===== config.mk =====
export PLATFORM = sky130hd
export DESIGN_NAME = pwm_dac_sink
export DESIGN_NICKNAME = d
export VERILOG_FILES = /design/src/rtl/pwm_dac_pkg.sv /design/src/rtl/sample_fifo.sv /design/src/rtl/pwm_dac_sink.sv
export SDC_FILE = /design/constraint.sdc
export NUM_CORES = 1
export LEC_CHECK = 0
export ABC_AREA = 1
export ABC_CLOCK_PERIOD_IN_PS = 2700
export CAP_MARGIN = 20
export CORE_MARGIN = 10
export CORE_UTILIZATION = 58
export CTS_BUF_LIST = sky130_fd_sc_hd__clkbuf_8 sky130_fd_sc_hd__clkbuf_16
export DETAILED_ROUTE_END_ITERATION = 8
export PLACE_DENSITY = 0.79
export RECOVER_POWER = 50
export SLEW_MARGIN = 40
export SYNTH_ARGS = -nofsm -noshare
export SYNTH_HDL_FRONTEND = slang
export SYNTH_HIERARCHICAL = 1
export SYNTH_SLANG_ARGS = --single-unit

===== constraint.sdc =====
create_clock -name clk -period 2.7 [get_ports clk]
set_input_delay 0.54 -clock clk [delete_from_list [all_inputs] [get_ports clk]]
set_output_delay 0.54 -clock clk [all_outputs]
set_load 0.1 [all_outputs]

===== src/rtl/pwm_dac_pkg.sv =====
// Shared constants and helpers for the PWM DAC sample sink.
package pwm_dac_pkg;

    localparam int SAMPLE_W_DEF = 8;

    function automatic int midscale(input int w);
        return 2 ** (w - 1);
    endfunction

    function automatic int level_w(input int depth);
        return $clog2(depth) + 1;
    endfunction

    localparam int MIDSCALE = midscale(SAMPLE_W_DEF);

endpackage


===== src/rtl/sample_fifo.sv =====
// Synchronous FIFO with first-word-fall-through read data and an occupancy count.
module sample_fifo
    import pwm_dac_pkg::*;
#(
    parameter int  W     = 8,
    parameter int  DEPTH = 4,
    localparam int LW    = level_w(DEPTH)
) (
    input  logic          clk,
    input  logic          rst,
    input  logic          i_push,
    input  logic [W-1:0]  i_data,
    input  logic          i_pop,
    output logic [W-1:0]  o_data,
    output logic          o_full,
    output logic          o_empty,
    output logic [LW-1:0] o_level
);
    localparam int AW = $clog2(DEPTH);

    logic [W-1:0]  r_mem [DEPTH];
    logic [AW-1:0] r_wr_ptr;
    logic [AW-1:0] r_rd_ptr;
    logic [LW-1:0] r_level;

    // Storage has no reset so it can map onto distributed RAM.
    always_ff @(posedge clk) begin
        if (i_push) begin
            r_mem[r_wr_ptr] <= i_data;
        end
    end

    always_ff @(posedge clk) begin
        if (rst) begin
            r_wr_ptr <= '0;
            r_rd_ptr <= '0;
            r_level  <= '0;
        end else begin
            if (i_push) begin
                r_wr_ptr <= r_wr_ptr + 1'b1;
            end
            if (i_pop) begin
                r_rd_ptr <= r_rd_ptr + 1'b1;
            end
            if (i_push && !i_pop) begin
                r_level <= r_level + 1'b1;
            end else if (i_pop && !i_push) begin
                r_level <= r_level - 1'b1;
            end
        end
    end

    assign o_data  = r_mem[r_rd_ptr];
    assign o_full  = (r_level == LW'(DEPTH));
    assign o_empty = (r_level == '0);
    assign o_level = r_level;

endmodule


===== src/rtl/pwm_dac_sink.sv =====
// PWM DAC sink: buffers streamed samples and plays one per PWM period.
// Optional mute input enabled by defining PWM_DAC_MUTE_EN.
module pwm_dac_sink
    import pwm_dac_pkg::*;
#(
    parameter int  SAMPLE_W   = SAMPLE_W_DEF,
    parameter int  DIV        = 1,
    parameter int  FIFO_DEPTH = 4,
    localparam int LW         = level_w(FIFO_DEPTH)
) (
    input  logic                clk,
    input  logic                rst,
`ifdef PWM_DAC_MUTE_EN
    input  logic                mute,
`endif
    input  logic                s_valid,
    output logic                s_ready,
    input  logic [SAMPLE_W-1:0] s_data,
    input  logic                underrun_clr,
    output logic                pwm_out,
    output logic                underrun,
    output logic [LW-1:0]       fifo_level
);
    logic                r_ready_en;
    logic [SAMPLE_W-1:0] r_cnt;
    logic [SAMPLE_W-1:0] r_duty;
    logic                r_primed;
    logic                r_underrun;
    logic                r_pwm;

    logic                w_tick;
    logic                w_boundary;
    logic                w_push;
    logic                w_pop;
    logic                w_full;
    logic                w_empty;
    logic [SAMPLE_W-1:0] w_head;
    logic                w_load_en;
    logic [SAMPLE_W-1:0] w_load_val;
    logic                w_underrun_set;

    generate
        if (DIV == 1) begin : g_no_prescale
            assign w_tick = 1'b1;
        end else begin : g_prescale
            localparam int PRE_W = $clog2(DIV);
            logic [PRE_W-1:0] r_pre;
            always_ff @(posedge clk) begin
                if (rst) begin
                    r_pre <= '0;
                end else if (w_tick) begin
                    r_pre <= '0;
                end else begin
                    r_pre <= r_pre + 1'b1;
                end
            end
            assign w_tick = (r_pre == PRE_W'(DIV - 1));
        end
    endgenerate

    assign w_boundary = w_tick && (r_cnt == '1);
    assign w_push     = s_valid && s_ready;
    // A push on a boundary cycle is not yet visible, so pop sees the old empty flag.
    assign w_pop      = w_boundary && !w_empty;

`ifdef PWM_DAC_MUTE_EN
    localparam logic [SAMPLE_W-1:0] MID = SAMPLE_W'(midscale(SAMPLE_W));
    assign w_load_en      = w_pop || (w_boundary && mute);
    assign w_load_val     = mute ? MID : w_head;
    assign w_underrun_set = w_boundary && w_empty && r_primed && !mute;
`else
    assign w_load_en      = w_pop;
    assign w_load_val     = w_head;
    assign w_underrun_set = w_boundary && w_empty && r_primed;
`endif

    sample_fifo #(
        .W     (SAMPLE_W),
        .DEPTH (FIFO_DEPTH)
    ) u_fifo (
        .clk     (clk),
        .rst     (rst),
        .i_push  (w_push),
        .i_data  (s_data),
        .i_pop   (w_pop),
        .o_data  (w_head),
        .o_full  (w_full),
        .o_empty (w_empty),
        .o_level (fifo_level)
    );

    always_ff @(posedge clk) begin
        if (rst) begin
            r_ready_en <= 1'b0;
            r_cnt      <= '0;
            r_duty     <= '0;
            r_primed   <= 1'b0;
            r_underrun <= 1'b0;
            r_pwm      <= 1'b0;
        end else begin
            r_ready_en <= 1'b1;
            if (w_tick) begin
                r_cnt <= r_cnt + 1'b1;
            end
            if (w_load_en) begin
                r_duty <= w_load_val;
            end
            if (w_pop) begin
                r_primed <= 1'b1;
            end
            // Set has priority over a simultaneous clear.
            if (w_underrun_set) begin
                r_underrun <= 1'b1;
            end else if (underrun_clr) begin
                r_underrun <= 1'b0;
            end
            r_pwm <= (r_cnt < r_duty);
        end
    end

    assign s_ready  = r_ready_en && !w_full;
    assign pwm_out  = r_pwm;
    assign underrun = r_underrun;

endmodule


==> results.txt <==
----------------------------------------------------
[Power]
  Total power draw ... 2040 uW
  Pwr per Cell Area ... between 600 and 700 nW/um^2
  Power share of the clock group ... a little over two fifths
  Internal power ... between 1500 and 2000 uW
  Share of total power consumed by net switching ... between 20% and 30%
  Leakage power summed over all cells ... roughly 0.0013 uW
  Logic pwr share ... approximately 8.4%
  Register share of total power ... between 40% and 50%
  Reported net switching power ... between 400 and 500 uW
  Worst IR drop on VDD ... 0.000492 V

[Placement]
  Setup slack after placement ... approximately 0.34 ns
  Post-detailed-placement half-perimeter wirelength ... ~3.4 mm
  Instance area after placement ... 2930 sq um
  Number of input and output port buffers inserted ... 17
  Placer congestion estimate ... approximately 0.76

[Clock tree]
  Clock-pin slew reported for the worst setup and hold paths after clock tree synthesis ... about 0.060 ns
  Post-cts hold buffer count ... 0
  Buffers inserted during post-CTS setup optimization ... 0
  Sinks on Clock Net ... between 60 and 70
  TritonCTS clock tree ... built
  Clk_lat worst skew ... 0.33 ns
  H-tree depth reported by CTS ... 3
  Number of gates resized after CTS ... 0
  Buffer depth of the longest clock path ... 2
  CTS root buf ... sky130_fd_sc_hd__clkbuf_8
  Number of clock buffers inserted by TritonCTS ... 9

[Logic synthesis]
  Synth Instances ... approximately 290
  Post-synth net total ... ~310
  Flip-flop and latch count after synthesis ... 61
  Register area share after synthesis ... between 50 and 60%
  Synthesized cell area ... about 2700 sq um
  Count of different cell masters after synthesis ... 28
  Mean instance size in the synthesized netlist ... around 9.5 sq um
  Number of synthesis warnings ... 6

[Drt]
  Number of nets with antenna violations after routing ... 0
  Post-route DRC violation count ... 0
  Violation count after the first detailed-routing iteration ... roughly 160
  Via/cell ratio ... roughly 5.0
  First-pass iteration count of the detailed router ... 4
  Via count ... 1,869
  Wirelength, routed ... ~4.9 mm
  Wire length per cell ... roughly 13 um

[GRT]
  Pin count of the biggest net entering global routing ... 17
  Initial antenna violation count ... 0
  Number of global-route vias before repair ... about 1,900
  Met3 track utilization from global routing ... roughly 3.3%
  Most Crowded Layer GR ... met2
  Wire length of the first global-routing pass ... 8.37 mm
  Met2 routing resource usage after global routing ... a little under a quarter
  Met1 Track Usage GR ... roughly 16%
  GRT overflow ... 0
  GRT Util Overall ... 13.9%

[Flow run]
  Count of maximum capacitance violations ... 0

[Floorplanning]
  Floorplan Core Area ... between 4000 and 5000 sq um
  Number of core rows ... 24
  Height of the die ... just under 90 um
  I/O pin total ... 18
  Total die area ... between 7000 and 8000 sq um
  Effective utilization at floorplan ... just over 60%
  Width of the die ... about 90 um

[Worst setup path]
  Crit Path Category ... reg2reg
  Startpoint Class ... flop
  Data arrival at the endpoint of the critical path ... between 2 and 3 ns
  Nature of the critical path endpoint ... flop
  Required time reported for the critical path endpoint ... 2.93 ns
  Highest fanout seen on the critical path ... 10

[STA]
  Final count of negative-setup-slack endpoints ... 0
  Relative max-transition margin ... a little over a fifth
  Pins Over Slew Limit ... 0
  RSZ-0062 raised after global routing ... false
  Hold Violations, Final ... 0
  Setup tns final ... 0 ns
  Achievable frequency ... 418 MHz
  Final worst slack ... a little over 0.3 ns
  Actual slew at the worst max-slew pin ... about 1.2 ns
  Minimum period implied by the final worst setup slack ... about 2.4 ns
  Final period utilization ... just under 90%
  Maximum clock skew at final layout ... just over 0.007 ns

[Outcome]
  Run status ... finished clean

[Layout]
  Area growth, synth to finish ... 14.8%
  Net count, final ... 340
  Antenna Diode Count ... 0
  Fraction of layout instances using a drive strength above 1 ... between 10 and 15%
  Layout filler cell count ... 332
  Final instance area ... between 3000 and 4000 sq um

[Min path]
  Hold/Removal Path Class ... reg2reg

----------------------------------------------------
## critical path: stages (launching register included)
cell and delay (ns):
sky130_fd_sc_hd__dfxtp_2 0.35, sky130_fd_sc_hd__nor3_1 0.29, sky130_fd_sc_hd__clkinv_1 0.33, sky130_fd_sc_hd__nand3_4 0.24, sky130_fd_sc_hd__inv_1 0.08, sky130_fd_sc_hd__inv_1 0.06, sky130_fd_sc_hd__ha_1 0.16, sky130_fd_sc_hd__inv_1 0.07
sky130_fd_sc_hd__fa_1 0.38, sky130_fd_sc_hd__inv_1 0.06, sky130_fd_sc_hd__nand2_1 0.06, sky130_fd_sc_hd__nand3_1 0.08, sky130_fd_sc_hd__nand2_1 0.05, sky130_fd_sc_hd__inv_1 0.04, sky130_fd_sc_hd__nor2_1 0.03
## path summary, 6_finish.rpt
| path | from | to | slack (ns) | cells after the start |
|---|---|---|---|---|
| worst min register to register | r_cnt[0] | r_cnt[0] | 0.45 | 1 |
| worst min-delay path | r_cnt[0] | r_cnt[0] | 0.45 | 1 |
| worst max register to register | u_fifo/o_level[1] | u_fifo/o_level[2] | 0.31 | 14 |
| worst max-delay path | u_fifo/o_level[1] | u_fifo/o_level[2] | 0.31 | 14 |
## layer usage
metal  vias to the layer above  routed length (um)
li1                        984                   -
met1                       840                2140
met2                        36                2450
met3                         9                 230
met4                         0                  93
met5                         -                   0
## sequential cells by signal, indices dropped and copies added, names as in the netlist, named ones only
register,flops
pwm_out,1
r_cnt,8
r_duty,8
u_fifo/o_level,3
u_fifo/r_rd_ptr,2
underrun,1
r_primed,1
r_ready_en,1
u_fifo/r_mem,32
u_fifo/r_wr_ptr,2
## metrics by stage
step                util, %  hold WS [ns]  instances
floorplan                 -         0.412        286
finish                 69.9         0.448        371
global placement       65.8         0.425        355
CTS                    70.6         0.449        371
detailed placement     65.8         0.440        355
global route           69.9         0.464        371
## area by class of cell
class,count,area [sq um],area share [%]
tap,52,65.1,2.09
sequential,61,1540,49.7
timing repair buffer,21,166,5.35
inverter,56,210,6.76
clock buffer,9,124,3.99
multi-input combinational,165,908,29.2
clock inverter,7,90.1,2.90
## kinds of logic after synthesis
group / synth area share [%]
buffers and inverters: 9.15
adders and majority gates: 6.75
and+or+nand+nor: 17.9
xor gates and xnor gates: 1.29
DFF: 56.9
AOI/OAI and AO/OA: 7.95
## placed cells by master, fill, tap and decap left out, types with 3 or more instances in the layout
cell	instances
sky130_fd_sc_hd__clkinv_1	3
sky130_fd_sc_hd__nand3_1	4
sky130_fd_sc_hd__nor2_1	37
sky130_fd_sc_hd__clkbuf_8	9
sky130_fd_sc_hd__o21ai_0	17
sky130_fd_sc_hd__dlygate4sd3_1	9
sky130_fd_sc_hd__o22ai_1	8
sky130_fd_sc_hd__nand4_1	11
sky130_fd_sc_hd__clkbuf_1	5
sky130_fd_sc_hd__buf_4	5
sky130_fd_sc_hd__nor2_2	5
sky130_fd_sc_hd__nand2_1	45
sky130_fd_sc_hd__nor3_1	3
sky130_fd_sc_hd__dfxtp_1	27
sky130_fd_sc_hd__edfxtp_1	32
sky130_fd_sc_hd__ha_1	13
sky130_fd_sc_hd__a21oi_1	9
sky130_fd_sc_hd__inv_1	52
## Yosys cell counts
library cell               number  share of area [%]
sky130_fd_sc_hd__nand4_1       11                2.5
sky130_fd_sc_hd__nand3_4        1               0.65
sky130_fd_sc_hd__nand2_1       45                6.2
sky130_fd_sc_hd__nor2_1        37                5.1
sky130_fd_sc_hd__nand3b_1       1               0.28
sky130_fd_sc_hd__o22ai_1        8                1.8
sky130_fd_sc_hd__xnor2_1        2               0.65
sky130_fd_sc_hd__nor3b_1        1               0.28
sky130_fd_sc_hd__o21ai_0       17                3.1
sky130_fd_sc_hd__xor2_1         2               0.65
sky130_fd_sc_hd__nor2_2         4               0.92
sky130_fd_sc_hd__o21ai_2        2               0.65
sky130_fd_sc_hd__nand3_1        3               0.55
sky130_fd_sc_hd__clkinv_1       2               0.28
sky130_fd_sc_hd__fa_1           1               0.74
sky130_fd_sc_hd__edfxtp_1      32                 35
sky130_fd_sc_hd__o21ai_1        2               0.37
sky130_fd_sc_hd__a21oi_1        9                1.7
sky130_fd_sc_hd__inv_1         52                7.2
sky130_fd_sc_hd__o21a_1         1               0.28
sky130_fd_sc_hd__nand3_2        1               0.37
sky130_fd_sc_hd__dfxtp_1       29                 21
sky130_fd_sc_hd__clkbuf_1       1               0.14
sky130_fd_sc_hd__buf_6          3                1.2
sky130_fd_sc_hd__ha_1          13                6.0
sky130_fd_sc_hd__nor3_1         3               0.55
sky130_fd_sc_hd__inv_2          2               0.28
sky130_fd_sc_hd__nor2_4         1               0.42
## power by group through the flow
stage | Clock [uW] | Sequential (uW) | Combinational [uW]
after floorplan | 0 | 1070 | 81.8
after CTS | 868 | 1020 | 179
after detailed placement | 0 | 1040 | 177
final | 854 | 1020 | 172
after global routing | 911 | 1020 | 189
after global placement | 0 | 1040 | 173
(Power assumes the default switching activity.)
